`src/rtl/alsu_pipe.sv`:
```
// alsu_pipe: two-stage arithmetic/logic/shift unit. Inputs are registered first,
// and the result is registered one edge later.
module alsu_pipe #(
    parameter int WIDTH          = 8,
    parameter     INPUT_PRIORITY = "A",
    parameter     FULL_ADDER     = "ON"
) (
    input  logic               clk,
    input  logic               rst,
    input  logic               in_valid,
    input  logic [WIDTH-1:0]   A,
    input  logic [WIDTH-1:0]   B,
    input  logic               cin,
    input  logic               serial_in,
    input  logic               red_op_A,
    input  logic               red_op_B,
    input  logic               bypass_A,
    input  logic               bypass_B,
    input  logic               direction,
    input  logic [2:0]         opcode,
    output logic [2*WIDTH-1:0] out,
    output logic               out_valid,
    output logic [15:0]        leds,
    output logic [7:0]         err_cnt
);
    localparam int OW    = 2 * WIDTH;
    localparam bit PRI_A = (INPUT_PRIORITY == "A");
    localparam bit FA    = (FULL_ADDER == "ON");

    logic [WIDTH-1:0] a_r, b_r;
    logic [2:0]       op_r;
    logic             valid_r, cin_r, ser_r, red_a_r, red_b_r, byp_a_r, byp_b_r, dir_r;

    always_ff @(posedge clk or posedge rst) begin
        if (rst) begin
            {valid_r, cin_r, ser_r, red_a_r, red_b_r, byp_a_r, byp_b_r, dir_r} <= '0;
            a_r  <= '0;
            b_r  <= '0;
            op_r <= '0;
        end else begin
            {valid_r, cin_r, ser_r, red_a_r, red_b_r, byp_a_r, byp_b_r, dir_r} <=
                {in_valid, cin, serial_in, red_op_A, red_op_B, bypass_A, bypass_B, direction};
            a_r  <= A;
            b_r  <= B;
            op_r <= opcode;
        end
    end

    logic          sel_byp_a, sel_byp_b, sel_red_a, sel_red_b, invalid;
    logic [OW-1:0] a_x, b_x, res, nxt;

    // A wins a tie only when INPUT_PRIORITY is "A"; the B select is whatever A leaves.
    assign sel_byp_a = byp_a_r & (~byp_b_r | PRI_A);
    assign sel_byp_b = byp_b_r & ~sel_byp_a;
    assign sel_red_a = red_a_r & (~red_b_r | PRI_A);
    assign sel_red_b = red_b_r & ~sel_red_a;
    assign a_x       = OW'(a_r);
    assign b_x       = OW'(b_r);
    assign invalid   = ~(byp_a_r | byp_b_r) & ((op_r > 3'd5) | ((red_a_r | red_b_r) & (op_r > 3'd1)));

    always_comb begin
        res = '0;
        case (op_r)
            3'd0:    res = sel_red_a ? OW'(&a_r) : sel_red_b ? OW'(&b_r) : a_x & b_x;
            3'd1:    res = sel_red_a ? OW'(^a_r) : sel_red_b ? OW'(^b_r) : a_x ^ b_x;
            3'd2:    res = a_x + b_x + OW'(cin_r & FA);
            3'd3:    res = a_x * b_x;
            3'd4:    res = dir_r ? {out[OW-2:0], ser_r} : {ser_r, out[OW-1:1]};
            3'd5:    res = dir_r ? {out[OW-2:0], out[OW-1]} : {out[0], out[OW-1:1]};
            default: res = '0;
        endcase
    end

    assign nxt = sel_byp_a ? a_x : sel_byp_b ? b_x : invalid ? '0 : res;

    always_ff @(posedge clk or posedge rst) begin
        if (rst) begin
            out       <= '0;
            out_valid <= 1'b0;
            leds      <= '0;
            err_cnt   <= '0;
        end else begin
            out_valid <= valid_r;
            if (valid_r) begin
                out     <= nxt;
                leds    <= invalid ? ~leds : '0;
                err_cnt <= err_cnt + 8'(invalid && err_cnt != 8'hFF);
            end
        end
    end
endmodule
```
`config.mk`:
```
export PLATFORM = sky130hd
export DESIGN_NAME = alsu_pipe
export DESIGN_NICKNAME = d
export VERILOG_FILES = /design/src/rtl/alsu_pipe.sv
export SDC_FILE = /design/constraint.sdc
export NUM_CORES = 1
export LEC_CHECK = 0
export CAP_MARGIN = 20
export CORE_ASPECT_RATIO = 0.7
export CORE_MARGIN = 2
export CORE_UTILIZATION = 51
export CTS_BUF_LIST = sky130_fd_sc_hd__clkbuf_8 sky130_fd_sc_hd__clkbuf_16
export DETAILED_ROUTE_END_ITERATION = 16
export MAX_ROUTING_LAYER = met4
export PLACE_DENSITY = 0.77
export RECOVER_POWER = 50
export SYNTH_ARGS = -nofsm -noshare
export SYNTH_HDL_FRONTEND = slang
export SYNTH_SLANG_ARGS = --single-unit
```
`constraint.sdc`:
```
create_clock -name clk -period 3.97 [get_ports clk]
set_input_delay 0.397 -clock clk [delete_from_list [all_inputs] [get_ports clk]]
set_output_delay 0.397 -clock clk [all_outputs]
set_load 0.02 [all_outputs]
```
==> impl_results.md <==
* Simple-gate share of the synthesized area at 14.7%
* Worst setup SP type: flop
* Worst-path clk slew at 0.06 ns
* Crit path kind: reg2reg
* Final period util at 105%
* HPWL Detailed at 11.8 mm
* Final Hold Vio Count at 0
* Post-Place Worst Slack at -0.330 ns
* Area grow syn2layout at 33.7%
* Synth Instances at 569
* Number of CTS-inserted buffers at 9
* Die width at 129 µm
* FF-to-FF Start: b_r[4]$_DFF_PP0_
* Area of the multi-input gates at 3850 µm²
* Most frequent cell after synthesis: dfrtp_1
* GR Overflow Total at 0
* EDFF count, synth at 0
* Vias at 4802
* Ratio of cells with drive above 1 in the final layout at 22.5%
* Routed wire per std cell at 18.2 µm
* Fillers at 779
* Routed Antenna Nets at 0
* Worst path required time at 4.16 ns
* Slew Viols, Final at 43
* Largest family of logic cells by synthesized area: adder cells
* Library cells used by synthesis at 54
* Via-to-Cell Ratio at 5.67
* Worst Path Arrival at 4.35 ns
* Die area at 11800 µm²
* Net Count, Synth at 690
* Gpl congestion at 0.885
* Fmax achieved at 241 MHz
* Clock root cell: clkbuf_16
* RSZ-0062 raised after global routing: true
* Relative slew slack at -48.5%
* Synthesized flop and latch total at 68
* Initial Utilization at 53.1%
* H-tree depth at 3
* Global-route wire length before repair at 25.0 mm
* IO buf count at 69
* Clk_skew at 0.00366 ns
* Clock period minus worst slack at 4.16 ns
* Initial antenna violation count at 0
* Core ar. at 10500 µm²
* Crit. End Element: flop
* Top cell type's share of synthesized area at 30.5%
* Drt total wl at 15.4 mm
* Hold WC Path Type: in2async
* Ports at 70
* Cell Count Post-Placement at 819
* Total Routing Usage GR at 28.3%
* Max Root-Sink Buffers at 2
* Synth Area in Adders at 25.7%
* Die height at 91.5 µm
* Multiplexer share of the synthesized area at 8.29%
* Largest net degree at the start of global routing at 47
* Critical Path Fanout Max at 5
* Avg Inst Size Synth at 9.81 µm²
* Maximum vdd drop at 0.000271 V
* FP Rows at 31
* XOR/XNOR Fraction of Synth Area at 3.92%
* Diodes inserted at 0
* Cell Area, Synth at 5580 µm²
* Status: complete, but fails checks
* PwrDens at 479 nW/µm²
* Storage cell area at 1720 µm²
* Cell taking the most area after synthesis: dfrtp_1
* Fin nets at 815
* Worst slew pin tran at 2.23 ns
* Max_cap viols at 1
* Final std cells w/o fill at 847
* CTS sink cnt at 68
* Compound-cell area share of the yosys netlist at 11.9%
* Failing checks: max-capacitance violations, max-slew violations, negative setup slack
* CTS tree: done
* Synth Flop Type: dfrtp_1
* Post-synthesis sequential area ratio at 30.5%
* Residual DRC at 0
* First-pass DRT Iterations at 5
* Worst Setup SP: b_r[4]$_DFF_PP0_
* # setup viols final at 7
* Synth area leaders: dfrtp_1 30%, fa_1 14%, ha_1 12%, and2_1 5.0%, mux2i_1 4.7%
* DRT iter0 DRCs at 483
* Synth warnings at 0
* Pleak at 3.45 nW
* Commonest cells in the netlist: 68 x dfrtp_1, 56 x inv_1, 54 x ha_1
* PnR worst setup slack at -0.186 ns
* Number of global-route vias before repair at 4895
* Worst-Skew Late Latency at 0.34 ns
* Ys async rst share at 100%
flip-flops by register name (all words and copies together), names as in the netlist, 3 cells and up:
register	count
err_cnt	8
leds	16
op_r	3
b_r	8
a_r	8
out	16
per-layer routing:
metal,up-vias,routed length (µm),global-route usage [%]
li1,2201,-,-
met1,2381,7030,39.1
met2,195,7120,42.7
met3,25,1020,5.48
met4,0,229,7.70
met5,-,0,-
worst paths after layout:
check	slack [ns]	depth (start not counted)	end
max in group asynchronous	1.02	4	b_r[3]$_DFF_PP0_
worst min register to register	0.50	1	err_cnt[5]$_DFFE_PP0P_
worst max-delay path	-0.19	16	out[11]$_DFFE_PP0P_
worst max register to register	-0.19	16	out[11]$_DFFE_PP0P_
min in group clk	0.50	1	err_cnt[5]$_DFFE_PP0P_
worst min-delay path	0.38	2	err_cnt[3]$_DFFE_PP0P_
metrics by stage:
step / hold slack (ns) / power (W) / util [%] / cell area [µm²] / TNS [ns]
CTS: 0.490 / 0.00344 / 69.8 / 7340 / -0.519
global route: 0.392 / 0.00379 / 71.0 / 7460 / -1.87
detailed placement: 0.493 / 0.00234 / 64.9 / 6820 / -2.03
finish: 0.381 / 0.00358 / 71.0 / 7460 / -0.663
global placement: 0.483 / 0.00228 / 64.9 / 6820 / -1.30
floorplan: 0.426 / 0.00175 / - / 5640 / 0
report_power, final:
group	total [W]	internal, W	leakage, nW	switching, W
Combinational	0.00180	0.000877	2.45	0.000922
Clock	0.000937	0.000617	0.166	0.000320
Sequential	0.000840	0.000751	0.840	0.0000881
cells by family (layout without fill, tap and decap cells):
kind of cell | count (synthesis) | after routing
buffers and inverters | 72 | 202
muxes | 44 | 44
adders and majority gates | 92 | 92
xor gates and xnor gates | 25 | 25
DFF | 68 | 68
and+or+nand+nor | 166 | 166
AOI/OAI and AO/OA | 102 | 102
worst max-delay path: stages (launching register included):
cell	delay (ns)
dfrtp_2	0.45
buf_6	0.14
nand2_4	0.05
fa_1	0.43
fa_1	0.52
inv_2	0.04
fa_1	0.55
inv_1	0.06
fa_1	0.50
inv_2	0.05
ha_4	0.30
o21ai_4	0.08
o211ai_1	0.30
buf_4	0.18
nand2_2	0.05
xor2_1	0.17
o221ai_1	0.13
layout by cell type, fill, tap and decap left out, types with 5 or more instances in the layout:
| cell | instances |
|---|---|
| xnor2_1 | 17 |
| a21oi_2 | 5 |
| nand2_2 | 6 |
| clkbuf_16 | 9 |
| mux2_2 | 18 |
| xor2_1 | 8 |
| ha_4 | 6 |
| inv_1 | 50 |
| ha_1 | 46 |
| o22ai_1 | 7 |
| fa_2 | 5 |
| a21oi_1 | 16 |
| nand4_1 | 7 |
| dfrtp_1 | 56 |
| and2_1 | 41 |
| fa_1 | 33 |
| nor2_1 | 47 |
| nand2_1 | 35 |
| inv_2 | 6 |
| dlygate4sd3_1 | 28 |
| mux2i_1 | 26 |
| o211ai_1 | 5 |
| buf_4 | 56 |
| o21ai_1 | 14 |
| o21ai_0 | 10 |
| clkdlybuf4s50_1 | 41 |
| dfrtp_2 | 12 |
repair_timing:
action / in CTS / in global routing
hold buffers: 0 / 0
endpoints found under the setup margin: 9 / 10
gates resized for setup: 41 / 20
pin swaps: 35 / 40
hold endpoints to repair: 0 / 0
setup buffers: 7 / 5
layout make-up:
type / count / share of cell area (%)
clock buffer: 9 / 3.02
sequential: 68 / 23.0
inverter: 56 / 2.82
timing repair buffer: 130 / 15.5
clock inverter: 7 / 1.66
tap: 148 / 2.48
multi-input combinational: 429 / 51.6
(Power assumes the default switching activity.)
